File: config.mk
export PLATFORM = sky130hd
export DESIGN_NAME = gng_sched
export DESIGN_NICKNAME = d
export VERILOG_FILES = /design/src/rtl/gng_sched_pkg.sv /design/src/rtl/gng_sched_rr_pick.sv /design/src/rtl/gng_sched.sv
export SDC_FILE = /design/constraint.sdc
export NUM_CORES = 1
export LEC_CHECK = 0
export ABC_AREA = 0
export CORE_ASPECT_RATIO = 0.8
export CORE_MARGIN = 2
export CORE_UTILIZATION = 45
export CTS_CLUSTER_SIZE = 8
export DETAILED_ROUTE_END_ITERATION = 12
export PLACE_DENSITY = 0.83
export RECOVER_POWER = 100
export SYNTH_ARGS = -nofsm -noshare
export SYNTH_HDL_FRONTEND = slang
export SYNTH_SLANG_ARGS = --single-unit
File: constraint.sdc
create_clock -name clk -period 3.85 [get_ports clk]
set_clock_uncertainty 0.15 [all_clocks]
set_input_delay 0.5775 -clock clk [delete_from_list [all_inputs] [get_ports clk]]
set_output_delay 0.5775 -clock clk [all_outputs]
set_load 0.02 [all_outputs]
File: src/rtl/gng_sched_pkg.sv
// Shared types and constants for the gng burst scheduler.
// Samples are s<16,11>: 5 integer bits (sign included) and 11 fractional bits.
package gng_sched_pkg;

    typedef enum logic [1:0] {
        WARM  = 2'd0,
        IDLE  = 2'd1,
        BURST = 2'd2
    } state_e;

    localparam int SMP_INT_W  = 5;
    localparam int SMP_FRAC_W = 11;
    localparam int SAMPLE_W   = SMP_INT_W + SMP_FRAC_W;

    typedef logic signed [SAMPLE_W-1:0] sample_t;

endpackage

File: src/rtl/gng_sched_rr_pick.sv
// Combinational round-robin picker: the first requester after ptr_i, with wrap-around, wins.
module gng_sched_rr_pick #(
    parameter int NUM_REQ = 4,
    parameter int IDX_W   = (NUM_REQ > 1) ? $clog2(NUM_REQ) : 1
) (
    input  logic [NUM_REQ-1:0] req_i,
    input  logic [IDX_W-1:0]   ptr_i,
    output logic [NUM_REQ-1:0] grant_o,
    output logic [IDX_W-1:0]   idx_o,
    output logic               any_o
);

    always_comb begin
        logic [IDX_W-1:0] cand;
        logic             found;
        cand    = '0;
        found   = 1'b0;
        grant_o = '0;
        idx_o   = '0;
        for (int k = 1; k <= NUM_REQ; k++) begin
            cand = IDX_W'((int'(ptr_i) + k) % NUM_REQ);
            if (!found && req_i[cand]) begin
                found         = 1'b1;
                grant_o[cand] = 1'b1;
                idx_o         = cand;
            end
        end
        any_o = found;
    end

endmodule

File: src/rtl/gng_sched.sv
// Shares one gng instance between NUM_REQ consumers: warm-up after reset, then
// round-robin sample bursts with ce gated so the generator holds state when idle.
module gng_sched
    import gng_sched_pkg::*;
#(
    parameter int NUM_REQ    = 4,
    parameter int LEN_W      = 8,
    parameter int WARMUP_MAX = 32
) (
    input  logic                     clk,
    input  logic                     rstn,
    input  logic [NUM_REQ-1:0]       req,
    input  logic [NUM_REQ*LEN_W-1:0] req_len,
    output logic [NUM_REQ-1:0]       req_ack,
    output logic [NUM_REQ-1:0]       smp_valid,
    output sample_t                  smp_data,
    output logic                     smp_last,
    output logic                     gng_ce,
    input  logic                     gng_valid_out,
    input  sample_t                  gng_data_out,
    output logic                     busy,
    output logic                     warm_err
);

    localparam int IDX_W = (NUM_REQ > 1) ? $clog2(NUM_REQ) : 1;
    localparam int REM_W = LEN_W + 1;
    localparam int CNT_W = $clog2(WARMUP_MAX + 1);

    function automatic logic [REM_W-1:0] len_to_rem(input logic [LEN_W-1:0] len);
        return (len == '0) ? {1'b1, {LEN_W{1'b0}}} : {1'b0, len};
    endfunction

    state_e           state_q, state_d;
    logic [REM_W-1:0] rem_q, rem_d;
    logic [IDX_W-1:0] rr_q, rr_d;
    logic [IDX_W-1:0] own_q, own_d;
    logic [CNT_W-1:0] cnt_q, cnt_d;
    logic             err_q, err_d;
    logic             ce_q;
    logic             ce_p1_q, own_vld_p1_q, last_p1_q;
    logic [IDX_W-1:0] own_idx_p1_q;

    logic [NUM_REQ-1:0] pick_grant;
    logic [IDX_W-1:0]   pick_idx;
    logic               pick_any;
    logic               decide;
    logic               fresh;

    gng_sched_rr_pick #(
        .NUM_REQ (NUM_REQ),
        .IDX_W   (IDX_W)
    ) u_rr_pick (
        .req_i   (req),
        .ptr_i   (rr_q),
        .grant_o (pick_grant),
        .idx_o   (pick_idx),
        .any_o   (pick_any)
    );

    // Decision points: idle, or the last ce cycle of a burst so grants chain without a gap.
    assign decide  = (state_q == IDLE) || ((state_q == BURST) && (rem_q == REM_W'(1)));
    assign req_ack = (decide && pick_any) ? pick_grant : '0;

    always_comb begin
        state_d = state_q;
        rem_d   = rem_q;
        rr_d    = rr_q;
        own_d   = own_q;
        cnt_d   = cnt_q;
        err_d   = err_q;
        case (state_q)
            WARM: begin
                if (ce_q && (cnt_q != CNT_W'(WARMUP_MAX)))
                    cnt_d = cnt_q + 1'b1;
                if (cnt_d == CNT_W'(WARMUP_MAX))
                    err_d = 1'b1;
                if (ce_q && gng_valid_out && !err_d)
                    state_d = IDLE;
            end
            IDLE, BURST: begin
                if (state_q == BURST)
                    rem_d = rem_q - 1'b1;
                if (decide) begin
                    if (pick_any) begin
                        state_d = BURST;
                        own_d   = pick_idx;
                        rr_d    = pick_idx;
                        rem_d   = len_to_rem(req_len[pick_idx*LEN_W +: LEN_W]);
                    end else begin
                        state_d = IDLE;
                    end
                end
            end
            default: state_d = WARM;
        endcase
    end

    always_ff @(posedge clk or negedge rstn) begin
        if (!rstn) begin
            state_q      <= WARM;
            rem_q        <= '0;
            rr_q         <= IDX_W'(NUM_REQ - 1);
            own_q        <= '0;
            cnt_q        <= '0;
            err_q        <= 1'b0;
            ce_q         <= 1'b0;
            ce_p1_q      <= 1'b0;
            own_vld_p1_q <= 1'b0;
            own_idx_p1_q <= '0;
            last_p1_q    <= 1'b0;
        end else begin
            state_q      <= state_d;
            rem_q        <= rem_d;
            rr_q         <= rr_d;
            own_q        <= own_d;
            cnt_q        <= cnt_d;
            err_q        <= err_d;
            ce_q         <= (state_d != IDLE);
            // Stage boundary: ownership and last flag follow ce by one cycle to meet the gng output.
            ce_p1_q      <= ce_q;
            own_vld_p1_q <= (state_q == BURST);
            own_idx_p1_q <= own_q;
            last_p1_q    <= (state_q == BURST) && (rem_q == REM_W'(1));
        end
    end

    assign fresh = ce_p1_q && gng_valid_out && own_vld_p1_q;

    always_comb begin
        smp_valid = '0;
        if (fresh)
            smp_valid[own_idx_p1_q] = 1'b1;
    end

    assign smp_last = fresh && last_p1_q;
    assign smp_data = fresh ? gng_data_out : '0;
    assign gng_ce   = ce_q;
    assign busy     = (state_q == BURST);
    assign warm_err = err_q;

endmodule

* Word-level counts from Yosys, hierarchy flattened
Cells that the tools add are included.
** Word-level totals
- Register bits :: 28
- Input bits :: 55
- Output and inout bits :: 28
** Operators by class
- Add/subtract/negate cells :: 6
- Magnitude comparators :: 10
- Eq/ne operators :: 6
- Shift operators :: 1
- Multiplexer cells :: 45
- Bitwise operators :: 3
- Reductions and logical operators :: 25
** Operator list (count)
- $mux 9 :: 4
- $shiftx 32x6->8 :: 1
- $mux 4 :: 6
- $logic_and 1x1->1 :: 16
- $mux 16 :: 1
- $lt 2x3->1 const B :: 5
- $mux 1 :: 15
- $mux 2 :: 7
- $mux 6 :: 2
- $or 4x4->4 :: 3
- $demux 1 s2 :: 5
- $ge 2x1->1 const B :: 5
- $eq 9x1->1 const B :: 1
- $sub 9x1->9 const B :: 1
- $bmux 1 s2 :: 4
- $logic_not 8->1 :: 1
- $add 6x1->6 const B :: 1
- $eq 6x6->1 const B :: 1
- $ne 6x6->1 const B :: 1
- $add 2x1->2 const B :: 2
- $add 2x2->2 const B :: 2
- $logic_not 1->1 :: 4
- $pmux 2 s2 :: 1
- $reduce_and 3->1 :: 1
- 6 further kinds :: 6

* Depth between registers and ports, before layout
Gate-level depths: netlist (run 1).
- Word-level depth :: 18
- Mapped depth :: 10
- Mapped depth without buffers :: 8

* By module
Synthesis (run 1) repeated with hierarchy kept, for this count alone.
** Second synthesis, totals
- Cells, all modules :: 288
- Area total of the unflattened synthesis :: 2688.8 um^2
** Modules (own cells, without submodules)
- gng_sched :: times used 1, cells an instance 202, area each 2059.5 um^2, seq. area each 703.2 um^2
- gng_sched_rr_pick :: times used 1, cells an instance 86, area each 629.4 um^2, seq. area each 0.0 um^2

* Worst setup path after synthesis (run 1)
OpenSTA, ideal clock, no wires.
- Path type :: reg-to-output
- Start point :: reg rr_q[0]
- End point :: out req_ack[0]
- Arrival time :: 2.266 ns
- Data required time :: 3.122 ns
- Slack :: 0.856 ns
- Cell stages (with the launch flop) :: 10
- Buffers on the path :: 1
- Cell sequence :: dfstp_2 > buf_6 > inv_1 > ha_1 > mux4_1 > nor2b_1 > a22oi_1 > nor2_1 > a221oi_1 > nor2_1
** Between the ends
- Word-level cells in the longest chain between the ends :: 15
** Ends and longest elaborated chain
- from (decl) :: RTL line gng_sched.sv:35 : logic [IDX_W-1:0] rr_q, rr_d;
- from (signal assigned) :: RTL line gng_sched.sv:102 : rr_q <= IDX_W'(NUM_REQ - 1);
- from (signal assigned) :: RTL line gng_sched.sv:114 : rr_q <= rr_d;
- parallel branches: the longest is 14 deep, another holds $lt 2x3->1
- $mux 4 * :: RTL line gng_sched.sv:62 : assign req_ack = (decide && pick_any) ? pick_grant : '0;
- to (decl) :: RTL line gng_sched.sv:14 : output logic [NUM_REQ-1:0] req_ack,
Every way passes the cells marked *. The select of a mux whose other input is x is not followed.

* Worst setup path after layout (run 1)
- Start point :: reg rr_q[1]
- End point :: reg rem_q[1]
** Between the ends
- Word-level cells in the longest chain between the ends :: 18
** Ends and longest elaborated chain
- $add 2x1->2 :: RTL line gng_sched_rr_pick.sv:21 : cand = IDX_W'((int'(ptr_i) + k) % NUM_REQ);
- $bmux 1 s2 :: RTL line gng_sched_rr_pick.sv:22 : if (!found && req_i[cand]) begin
- $mux 1 (not written as such) :: RTL line gng_sched_rr_pick.sv:22
- $mux 1 :: RTL line gng_sched_rr_pick.sv:22
- $logic_not 1->1 :: RTL line gng_sched_rr_pick.sv:22
- $logic_and 1x1->1 :: RTL line gng_sched_rr_pick.sv:22
- $mux 1 :: RTL line gng_sched_rr_pick.sv:22
- $logic_not 1->1 :: RTL line gng_sched_rr_pick.sv:22
- [... 2 more ...]
- $logic_not 1->1 :: RTL line gng_sched_rr_pick.sv:22
- $logic_and 1x1->1 :: RTL line gng_sched_rr_pick.sv:22
- $mux 2 :: RTL line gng_sched_rr_pick.sv:22
- $shiftx 32x6->8 :: RTL line gng_sched.sv:88 : rem_d = len_to_rem(req_len[pick_idx*LEN_W +: LEN_W]);
- $logic_not 8->1 :: RTL line gng_sched.sv:30 : return (len == '0) ? {1'b1, {LEN_W{1'b0}}} : {1'b0, len};
- $mux 9 :: RTL line gng_sched.sv:30
- $mux 9 * :: RTL line gng_sched.sv:84 : if (pick_any) begin
- $mux 9 * :: RTL line gng_sched.sv:83 : if (decide) begin
- to (signal assigned) :: RTL line gng_sched.sv:113 : rem_q <= rem_d;
- to (decl) :: RTL line gng_sched.sv:34 : logic [REM_W-1:0] rem_q, rem_d;
Every way passes the cells marked *; elsewhere a longest branch is shown, timed or not. The select of a mux whose other input is x is not followed.
A chain may end at the register's enable or synchronous reset.

==> impl_metrics.csv, run 1 <==
group,metric,value,unit
outcome,status,"finished, final reports clean",
sta,max_slew.worst_pin.slew,1.459,ns
power,p_leak,0.001541,µW
yosys,synth_seq_cells,28,
yosys,synth-edff-count,0,
clock_tree,cts.sinks,28,
die,initial_core_util,47.08,%
min_path,hold_path_class,"flop to flop",
critical_path,cp-start-kind,"flop",
drt,drc,0,
yosys,postSynthCellCount,281,
sta,grt_setup_unrepaired,"false",
global_routing,grt-ovfl-total,0,
global_routing,grt_pass1_wl,10.26,mm
power,finalPower,2315,µW
critical_path,r2r_end,"rem_q[1]",
min_path,holdPathEnd,"own_idx_p1_q[0]",
critical_path,crit_path_end_kind,"flop",
critical_path,cp_max_fo,11,
die,core,0.005525,mm²
sta,maxSlewViolCount,0,
sta,setup_slack,0.4146,ns
min_path,holdCritStartpoint,"own_q[0]",
drt,avgRoutedWirePerCell,14.50,µm
sta,period_share,89.23,%
clock_tree,clk_latency,0.28,ns
sta,setup-tns-final,0,ns
critical_path,critical_path_class,"flop to flop",
power,irDropWorstVdd,333.9,µV
drt,drt-total-wl,6.422,mm
die,die_area,0.006408,mm²
yosys,synth_flop_cell,"dfrtp_1",
yosys,synthArstFlopShare,100.0,%
clock_tree,htree_levels,1,
cells_and_area,syn_to_final_growth,36.75,%
placement,port_buffers,82,
clock_tree,clockBufferDepth,2,
drt,viasPerCell,5.497,
yosys,ys_types,68,
yosys,synth_area,0.002601,mm²
sta,whs,0.2785,ns
yosys,syn_avg_cell_area,9.257,µm²
cells_and_area,fin_nets,437,
clock_tree,root_buffer,"clkbuf_8",
global_routing,grt_usage,19.80,%
drt,dr.first_iter.drc_count,135,
critical_path,worstPathArrival,3.45,ns
yosys,netlist.area_leader.share,25.01,%
placement,dpl.hpwl,5.154,mm
yosys,yosys_warnings,0,
die,top_level_ports,83,
die,die_w,89.01,µm
yosys,yosys-top-cells-count,"26 x dfrtp_1, 26 x nand2_1, 24 x nor2_1, 18 x and2_1, 18 x mux2i_1",
sta,slew_headroom,2.710,%
drt,detail-route-antenna-nets,0,
clock_tree,clkSlewWorstSetupHoldPaths,0.10,ns
critical_path,critical_path_required,3.87,ns
placement,routabilityCongestion,0.8463,
drt,firstDrtPassIters,5,
critical_path,timing.rr.start,"rr_q[1]",
critical_path,r2r_cells,8,
global_routing,antenna_found_initial,0,
sta,timing.fmax,291.1,MHz
clock_tree,cts_tree,"built",
placement,dp_slack,0.03528,ns
yosys,yosysSeqAreaShare,27.03,%
run,drv_cap,0,
global_routing,grt_max_degree,29,
sta,hold_violations,0,
power,powerDensity,650.7,mW/mm²
die,num_rows,24,
cells_and_area,layout-drive-gt1-share,10.68,%
sta,setup_viol_count_final,0,
clock_tree,cts_hold_buf,0,
yosys,ys_top_cells_by_area,"dfrtp_1 25%, ha_1 7.7%, mux2i_1 6.9%",
drt,vias,2435,
global_routing,first_global_vias,2277,
yosys,synth_top_cell_by_area,"dfrtp_1",
yosys,synth_nets,352,
sta,fin_crit,3.435,ns
critical_path,regToRegSetupSlack,0.41,ns
min_path,holdPathStages,0,
clock_tree,numCtsBuffers,3,
die,die_height,72,µm
cells_and_area,antennaDiodeCount,0,
## worst max path at each step
stage / startpoint / to / slack [ns] / cells after the start
4_1_cts: rr_q[0] / req_ack[0] / 0.02 / 9
2_1_floorplan: rr_q[0] / req_ack[0] / 0.86 / 9
5_1_grt: rr_q[1] / rem_q[1] / 0.21 / 8
3_5_place_dp: req[0] / req_ack[0] / 0.04 / 9
3_3_place_gp: req[0] / req_ack[3] / 0.13 / 7
6_report: rr_q[1] / rem_q[1] / 0.41 / 8
## repair_timing
action | in CTS | in global routing
endpoints found under the hold margin | 0 | 0
gates resized for setup | 0 | 6
buffers inserted | 0 | 2
setup endpoints to repair | 0 | 4
## metrics by stage
stage | cell area, µm² | utilization, % | instances
finish | 3557 | 64.38 | 443
global route | 3557 | 64.38 | 443
CTS | 3563 | 64.49 | 441
detailed placement | 3508 | 63.50 | 437
global placement | 3508 | 63.50 | 437
floorplan | 2601 | - | 281
## per-layer routing
layer  share of wire [%]  vias to the layer above  routed length, µm  global-route usage [%]
li1                    -                     1215                  -                       -
met1                  46                     1123               2968                   27.50
met2                  45                       90               2868                   32.75
met3                 8.1                        7                517                   2.844
met4                 1.0                        0                 67                   4.809
met5                   0                        -                  0                       0
## worst max-delay path, stage by stage (launching register included)
cell and delay (ns):
dfstp_1 0.72, inv_1 0.11, ha_1 0.34, mux4_1 0.47, and2b_2 0.29, nor4_2 0.20, or2_1 0.44, mux2i_1 0.22
a221o_1 0.38
## cell families after synthesis
kind of cell             Yosys count  synth area share, %
AO/OA/AOI/OAI                     52                17.03
XOR/XNOR                          12                4.041
adder cells (fa/ha/maj)           16                7.696
buffers and inverters             24                4.906
flip-flops                        28                27.03
multiplexers                      29                14.14
AND/OR/NAND/NOR                  120                25.16
## area by class of cell
type / count / area [µm²]
clock buffers: 4 / 55.05
fillers: 483 / 1968
inverters: 9 / 33.78
multi-input cells: 229 / 1762
flip-flops and latches: 28 / 706.9
well taps: 78 / 97.59
repair buffers: 95 / 902.1
## registers in the layout, summed over array words and instances (netlist names)
| signal | count |
|---|---|
| rr_q | 2 |
| own_vld_p1_q | 1 |
| ce_p1_q | 1 |
| warm_err | 1 |
| own_q | 2 |
| state_q | 2 |
| last_p1_q | 1 |
| rem_q | 9 |
| gng_ce | 1 |
| cnt_q | 6 |
| own_idx_p1_q | 2 |
## cell usage in the layout (no fill, tap or decap), drive strengths merged, types with 10 or more instances in the layout
cell type	synthesis	routed
clkdlybuf4s50	0	53
nand2	26	26
dfrtp	26	26
dlygate4sd3	0	25
nor2	25	25
mux2i	18	18
and2	18	18
ha	16	16
buf	6	12
nor4	10	10
## report_power, final
group	internal [µW]	switching (µW)	total, µW
Clock	91.6	91.2	183
Combinational	729	794	1520
Sequential	438	171	609
(Power assumes the default switching activity.)
==> run 2: changes to the inputs <==
--- a/config.mk
+++ b/config.mk
@@ -11,8 +11,9 @@
 export CORE_UTILIZATION = 45
 export CTS_CLUSTER_SIZE = 8
 export DETAILED_ROUTE_END_ITERATION = 12
-export PLACE_DENSITY = 0.83
+export PLACE_DENSITY = 0.75
 export RECOVER_POWER = 100
+export SLEW_MARGIN = 20
 export SYNTH_ARGS = -nofsm -noshare
 export SYNTH_HDL_FRONTEND = slang
 export SYNTH_SLANG_ARGS = --single-unit
==> run 2 against run 1 <==
  * Register-to-register slack better by 0.09 ns
  * Count of clock-buffer cells in the layout is the same
  * First-iteration DRC count up 12%
  * Fmax decreased by 0.74%
  * Critical path depth shrank 1
  * Flip-flop and latch count is the same
  * Clock power barely moved
  * Design area rose by 0.39%
  * Non-clock buffer count up 5
  * Via count grew 3.2%
  * Hold slack lost 0.024 ns
  * Wire length is 3.4% higher
==> impl_metrics.csv, run 2 (same netlist as run 1, synthesis figures left out) <==
group,metric,value,unit
outcome,status,"finished, final reports clean",
die,initial_core_util,47.08,%
critical_path,critPathMaxStageDelay,0.66,ns
die,die_area,0.006408,mm²
cells_and_area,fillCellCount,496,
global_routing,grt_usage,20.48,%
clock_tree,root_buffer,"clkbuf_8",
critical_path,critPathBufInv,2,
drt,wl_met1,3.023,mm
global_routing,grt-ovfl-total,0,
cells_and_area,mostFrequentLayoutCells,"50 x clkdlybuf4s50_1, 27 x dlygate4sd3_1, 26 x nand2_1, 26 x dfrtp_1, 25 x nor2_1",
clock_tree,clockBufferDepth,2,
die,die_w,89.01,µm
global_routing,first_global_vias,2371,
sta,setup-tns-final,0,ns
drt,drc,0,
critical_path,critical_path_class,"input pin to primary output",
power,power_switching,1081,µW
clock_tree,clk_latency,0.27,ns
cells_and_area,regArea,706.9,µm²
die,top_level_ports,83,
drt,firstDrtPassIters,4,
drt,wl_met2,3.042,mm
placement,port_buffers,82,
drt,wl_met3,522,µm
cells_and_area,antennaDiodeCount,0,
sta,timing.fmax,288.9,MHz
power,power.internal,1260,µW
power,power_frac_comb,65.7,%
cells_and_area,multiInputGateArea,0.001752,mm²
placement,dpl.hpwl,5.225,mm
sta,hold_violations,0,
power,clkPwrFrac,7.8,%
critical_path,regToRegSetupSlack,0.50,ns
sta,setup_viol_count_final,0,
sta,setup_slack,0.3889,ns
drt,avgRoutedWirePerCell,14.83,µm
die,num_rows,24,
cells_and_area,postLayoutCoreUtil,64.63,%
critical_path,worst_path_max_delay_cell,"dlygate4sd3_1",
global_routing,antenna_found_initial,0,
global_routing,grt_pass1_wl,10.65,mm
sta,maxSlewViolCount,0,
clock_tree,cts_tree,"built",
power,seq_power_share,26.5,%
critical_path,crit_path_end_kind,"primary output",
sta,fin_crit,3.461,ns
sta,slew_headroom,5.234,%
critical_path,crit_family,"buffers and inverters",
drt,top_layer_used,"met4",
die,die_height,72,µm
drt,viasPerCell,5.607,
drt,detail-route-antenna-nets,0,
sta,grt_setup_unrepaired,"false",
placement,routabilityCongestion,0.8178,
power,swShare,46.19,%
critical_path,cp-start-kind,"input pin",
placement,dp_slack,0.06364,ns
clock_tree,cts_hold_buf,0,
clock_tree,cts.sinks,28,
cells_and_area,syn_to_final_growth,37.28,%
drt,dr.first_iter.drc_count,151,
cells_and_area,layout-drive-gt1-share,11.08,%
clock_tree,htree_levels,1,
cells_and_area,fin_nets,442,
power,irDropWorstVdd,401.7,µV
clock_tree,clkSlewWorstSetupHoldPaths,0.09,ns
sta,max_slew.worst_pin.slew,1.421,ns
sta,whs,0.2544,ns
cells_and_area,regMostFlops,"rem_q",
critical_path,cp_max_fo,6,
cells_and_area,final_common_cell,"clkdlybuf4s50_1",
run,drv_cap,0,
cells_and_area,reg_top3,"rem_q (9), cnt_q (6)",
critical_path,cp_cell_sequence,"dlygate4sd3_1 > or3b_1 > a2111oi_4 > or2_2 > a221oi_1 > nor2_1 > clkbuf_1",
power,p_leak,0.001559,µW
critical_path,worstPathArrival,2.73,ns
cells_and_area,largest_reg_flops,9,
global_routing,grt_max_degree,29,
drt,drt-total-wl,6.643,mm
power,powerDensity,655.5,mW/mm²
power,finalPower,2341,µW
die,core,0.005525,mm²
min_path,hold_path_class,"flop to flop",
drt,vias,2512,
clock_tree,numCtsBuffers,3,
sta,period_share,89.90,%
critical_path,critical_path_required,3.12,ns
==> run 2: routing by layer <==
layer	vias to the layer above	global-route usage, %
met5	-	0
met2	101	34.33
met3	5	2.275
met4	0	4.809
met1	1179	28.56
li1	1227	-
==> run 2: what timing repair did <==
item	4_1_cts	5_1_grt
resized for setup	0	7
buffers inserted	0	5
endpoints found under the setup margin	0	4
==> run 2: worst paths after layout <==
path	cells after the start	to	startpoint
setup / recovery	7	req_ack[1]	req[0]
hold / removal	0	own_idx_p1_q[1]	own_q[1]
setup reg to reg	9	rem_q[3]	rr_q[0]
hold reg to reg	0	own_idx_p1_q[1]	own_q[1]
max in group asynchronous	2	gng_ce	rstn
min in group asynchronous	2	cnt_q[1]	rstn
==> run 2: area by class of cell <==
class / count / share of cell area [%]
Inverter: 9 / 0.9460
Multi-Input combinational cell: 229 / 49.05
Sequential cell: 28 / 19.80
Clock buffer: 4 / 1.542
Timing Repair Buffer: 100 / 25.93
Tap cell: 78 / 2.733
==> run 2: power by group through the flow <==
stage                     combinational [µW]  clock (µW)  sequential, µW
final                                   1540         182             620
after global routing                    1700         200             646
after CTS                               1550         184             624
after detailed placement                1540           0             627
after global placement                  1500           0             620
after floorplan                         1220           0             561
==> run 2: per-stage QoR <==
step                      cells  area, µm²
after floorplan             281       2601
after global placement      439       3523
after detailed placement    439       3523
after CTS                   443       3578
after global routing        448       3571
final                       448       3571
==> patch 1: new RTL, settings of run 2 <==
Encoding of `state_e`: now one-hot (3 bits for 3 states).
--- a/src/rtl/gng_sched_pkg.sv
+++ b/src/rtl/gng_sched_pkg.sv
@@ -3,8 +3,8 @@
 package gng_sched_pkg;
 
-    typedef enum logic [1:0] {
-        WARM  = 2'd0,
-        IDLE  = 2'd1,
-        BURST = 2'd2
+    typedef enum logic [2:0] {
+        WARM  = 3'b001,
+        IDLE  = 3'b010,
+        BURST = 3'b100
     } state_e;
 
Behaviour: same outputs for any inputs over 4 cycles, from zero or initial values and one cycle with rstn low; so few cycles prove little.
==> patch 1 against run 2 <==
Sequential cell count increased by 1. Total power decreased by 2.3%. Critical path type is now register to primary output. Largest cell class unchanged. Synthesized area decreased by 6.3%. Worst setup slack got worse by 280 ps. Routed wire length decreased by 15%. Clock power increased by 30%. Maximum frequency decreased by 7.4%. Register-to-register slack got worse by 290 ps. Final area decreased by 3.6%. Combinational power decreased by 4%.
==> patch 1: results (changes against run 2) <==
| Metric | Value |
|---|---|
| CTS buffer count | `5 (+2)` |
| Peak VDD IR | `0.388 mV (-3.3%)` |
| Area contributors post-synth | `dfrtp_1, mux2i_1, ha_1` |
| H-tree depth | `2 (+1)` |
| Global-route wire length before repair | `9070 microns (-15%)` |
| Placed cells | `409 (-6.8%)` |
| Seq/Total Area, Yosys | `0.299 (+0.0290)` |
| Vias in the first global route | `2004 (-15%)` |
| DRT iter0 DRCs | `133 (-12%)` |
| Largest net degree at the start of global routing | `30 (+3.4%)` |
| GRT Overall Usage | `0.187 (-0.0177)` |
| Regs by FF count | `rem_q: 9 flops, cnt_q: 6 flops, state_q: 3 flops` |
| Final nets | `423 (-4.3%)` |
| Share of cells above drive strength 1 | `0.120 (+0.00964)` |
| Worst r2r dst | `rem_q[8]$_DFFE_PN0P_` |
| GPL Wtd Cong | `0.844 (+3.2%)` |
| DP Wirelength | `4370 microns (-16%)` |
| Nature of the critical path endpoint | `primary output` |
| Ys Warns | `0 (unchanged)` |
| Critical Path AT | `3010 ps (+280 ps)` |
| Top cells by count, synth | `nor2_1, dfrtp_1, nand2_1` |
| Total wire length | `5630 microns (-15%)` |
| Crit-path slowest cell | `dfstp_2` |
| Pre-CTS WS | `210 ps (+146 ps)` |
| Reg2reg setup slack | `210 ps (-290 ps)` |
| ANT cells | `0 (unchanged)` |
| Worst hold start | `own_q[0]$_DFFE_PN0P_` |
| Crit-path max FO | `7 (+1)` |
| Int Pwr | `1.25 mW (-0.40%)` |
| Hold EP | `own_idx_p1_q[0]$_DFF_PN0_` |
| Status | `finished clean` |
| Worst slew margin | `0.0149 (-0.0374)` |
| Reg-to-reg startpoint | `rr_q[1]$_DFFE_PN1P_` |
| Syn Nets | `334 (-5.1%)` |
| Via count | `2271 (-9.6%)` |
| Pre-Repair DR Iteration Count | `5 (+1)` |
| Non-Filler Instances | `419 (-6.5%)` |
==> patch 1: changes by cell type after synthesis, moves of 3 or more <==
cell and change:
a21oi_1 +9, mux2_4 -6, o21ai_0 +6, nand2_1 -5
a21oi_2 -4, ha_1 -4, mux2_2 +4, nand2b_1 +4
nor4_1 -4, nand3b_1 -3, nor2_1 +3, nor2b_1 -3
o21ai_1 +3
==> patch 1: cells by family after synthesis <==
family                     Yosys count  synth area share
AOI/OAI and AO/OA                   56             0.174
xor gates and xnor gates            13            0.0467
adders and majority gates           12            0.0616
buffers and inverters               22            0.0472
DFF                                 29             0.299
muxes                               29             0.139
and+or+nand+nor                    106             0.233
==> patch 1: routing by layer <==
metal	vias to the layer above	share of wire	global-route usage	routed length [microns]
met5	-	0	0	0
met4	0	0.018	0.0729	101
met3	6	0.086	0.0524	486
met2	99	0.42	0.276	2360
met1	1025	0.48	0.258	2680
li1	1141	-	-	-
==> patch 1: how the worst max path moves through the flow <==
stage                              from          to  cells past startpoint  slack [ps]
floorplan           rr_q[0]$_DFFE_PN1P_  req_ack[0]                      9         260
global placement                 req[2]  req_ack[2]                      7         260
CTS                 rr_q[1]$_DFFE_PN1P_  req_ack[0]                      8          60
global route        rr_q[1]$_DFFE_PN1P_  req_ack[3]                      8         -50
detailed placement               req[1]  req_ack[0]                      7         210
finish              rr_q[1]$_DFFE_PN1P_  req_ack[2]                      9         110
==> patch 1: power by group through the flow <==
stage / clock network, mW / logic [mW] / registers, mW
after detailed placement: 0 / 1.44 / 0.574
final: 0.237 / 1.48 / 0.573
after floorplan: 0 / 1.15 / 0.555
after CTS: 0.244 / 1.45 / 0.570
after global routing: 0.261 / 1.62 / 0.593
after global placement: 0 / 1.42 / 0.571
==> patch 1: cell type report <==
cell class,instances,area [sq um]
Fill cell,419,1680
Multi-Input combinational cell,216,1610
Timing Repair Buffer,94,901
Sequential cell,29,729
Tap cell,62,77.6
Clock buffer,5,68.8
Inverter,10,41.3
Clock inverter,3,17.5
==> patch 1: worst reg2reg max path, stage by stage, from the launching register on <==
cell and delay (ps):
dfstp_2 630, clkinvlp_4 210, ha_4 340, mux4_2 320
buf_4 220, nor4_1 250, a21oi_1 120, o21ai_4 220
clkbuf_1 470, o211a_1 280, o221ai_2 110, o41ai_2 220
==> patch 1: what timing repair did <==
item                                    CTS  global route
hold buffers                              0             0
endpoints found under the setup margin    0             4
gates resized for setup                   0             4
buffers inserted                          0             2
==> patch 1: per-stage QoR <==
stage / hold slack, ps / instance area [sq um] / power, mW
after CTS: 229 / 3430 / 2.27
after global routing: 238 / 3440 / 2.47
after detailed placement: 215 / 3340 / 2.02
final: 225 / 3440 / 2.29
after floorplan: 132 / 2440 / 1.71
after global placement: 211 / 3340 / 1.99
==> patch 2: new RTL, config.mk and constraints of run 2 <==
Made on the original files. `WARMUP_MAX`: 32 -> 128.
--- a/src/rtl/gng_sched.sv
+++ b/src/rtl/gng_sched.sv
@@ -6,5 +6,5 @@
     parameter int NUM_REQ    = 4,
     parameter int LEN_W      = 8,
-    parameter int WARMUP_MAX = 32
+    parameter int WARMUP_MAX = 128
 ) (
     input  logic                     clk,
Function: no difference found for any inputs over 4 cycles, from zero or initial values and one cycle with rstn low; that may be too few to reach the edited logic, so the function may still have changed.
==> patch 2 against run 2 <==
Count of clock-buffer cells in the layout up 3. Synthesized area up 2.2%. Critical path type is now input pin to register. Via count up 2.1%. Sequential cell count up 2. Final area up 2.8%. Maximum frequency down 3.4%. Worst setup slack worse by 120 ps. Routed wire length down 2.7%.
Power is left out: it rests on default switching activity, and per cell area and clock period it moved more than threefold.
==> patch 2: results (changes against run 2) <==
| Metric | Value |
|---|---|
| ANT cells | `0 (unchanged)` |
| Postcts setup bufs | `0 (unchanged)` |
| Final nets | `464 (+5.0%)` |
| Share of cells above drive strength 1 | `0.0761 (-0.0347)` |
| Later-pin clock latency in the skew report | `290 ps (+20 ps)` |
| Delay of the slowest critical-path stage | `560 ps (-100 ps)` |
| Total wire length | `6460 microns (-2.7%)` |
| Max Used Layer | `met4` |
| CTS buffer count | `5 (+2)` |
| Post-Place Cell Area | `0.00360 sq mm (+2.1%)` |
| Synth Instances | `309 (+10%)` |
| Detail Route met2 WL | `3050 microns (+0.26%)` |
| Area contributors post-synth | `dfrtp_1, mux2i_1, ha_1` |
| Pre-CTS WS | `51.2 ps (-12.5 ps)` |
| Initial antenna violation count | `0 (unchanged)` |
| Largest net degree at the start of global routing | `22 (-24%)` |
| Vias in the first global route | `2379 (+0.34%)` |
| Status | `finished clean` |
| Via count | `2565 (+2.1%)` |
| Ys Warns | `0 (unchanged)` |
| Clk root buf | `clkbuf_8` |
| Met2 usage | `0.337 (-0.00658)` |
| DRT iter0 DRCs | `134 (-11%)` |
| Placed cells | `467 (+6.4%)` |
| Met1 WL | `2990 microns (-1.3%)` |
| Met3 usage | `0.0506 (+0.0279)` |
| Top cells by count, synth | `nor2_1, dfrtp_1, mux2i_1` |
| Crit-path max FO | `12 (+6)` |
| DP Wirelength | `5050 microns (-3.4%)` |
| Regs by FF count | `rem_q: 9 flops, cnt_q: 8 flops` |
| H-tree depth | `2 (+1)` |
| Worst min path class | `register to register` |
| DR WL met3 | `359 microns (-31%)` |
| Met1 usage | `0.264 (-0.0219)` |
| Pre-Repair DR Iteration Count | `6 (+2)` |
| GRT Overall Usage | `0.203 (-0.00168)` |
| CTS clock-pin slew for the worst setup and hold paths | `70 ps (-20 ps)` |
| CTS resizes | `1 (+1)` |
| Asr flop ratio synth | `1.00 (unchanged)` |
| Syn Nets | `380 (+8.0%)` |
| IO buf count | `82 (unchanged)` |
| Critical Path AT | `3590 ps (+860 ps)` |
| Seq/Total Area, Yosys | `0.283 (+0.0131)` |
| Crit-path slowest cell | `mux4_1` |
| Global-route wire length before repair | `10800 microns (+1.9%)` |
| GPL Wtd Cong | `0.900 (+10%)` |
| Non-Filler Instances | `475 (+6.0%)` |
| Synth area leader | `dfrtp_1` |
| Unique masters post-synth | `59 (-13%)` |
| Worst slew margin | `0.317 (+0.264)` |
| CTS max path bufs | `2 (unchanged)` |
patch 2: cell count changes after synthesis, sizes merged, moves of 3 or more:
cell | before | now
nand3 | 5 | 11
o21bai | 0 | 3
mux2i | 18 | 26
o21ai | 8 | 19
a21oi | 5 | 12
nand2 | 26 | 20
inv | 9 | 16
nor2 | 25 | 31
nor4 | 10 | 5
nand3b | 3 | 0
o41ai | 0 | 3
a31oi | 0 | 4
mux2 | 8 | 2
patch 2: worst max-delay path, delay by kind of cell:
family	cells	cell delay, ps
buf+inv	3	1060
compound gates	4	840
simple gates	1	190
mux	2	930
patch 2: final cells by class:
cell class	count	area [sq um]
Fill cell	497	2150
Multi-Input combinational cell	245	1760
Timing Repair Buffer	95	908
Sequential cell	30	753
Tap cell	81	101
Clock buffer	7	86.3
Inverter	16	60.1
Clock inverter	1	5.00
patch 2: final timing paths:
check | slack (ps) | endpoint | cells past startpoint | start
setup / recovery | 270 | rem_q[3]$_DFFE_PN0N_ | 10 | req[3]
hold / removal | 230 | own_idx_p1_q[1]$_DFF_PN0_ | 0 | own_q[1]$_DFFE_PN0P_
setup reg to reg | 370 | rem_q[3]$_DFFE_PN0N_ | 9 | rr_q[0]$_DFFE_PN1P_
hold reg to reg | 230 | own_idx_p1_q[1]$_DFF_PN0_ | 0 | own_q[1]$_DFFE_PN0P_
max in group asynchronous | 1670 | last_p1_q$_DFF_PN0_ | 2 | rstn
min in group asynchronous | 560 | rem_q[8]$_DFFE_PN0N_ | 1 | rstn
patch 2: logic make-up after synthesis:
family	after synthesis	share of synthesized area
flip-flops	30	0.283
XOR/XNOR	11	0.0363
AO/OA/AOI/OAI	71	0.182
AND/OR/NAND/NOR	115	0.225
buffers and inverters	34	0.0570
multiplexers	32	0.142
adder cells (fa/ha/maj)	16	0.0753
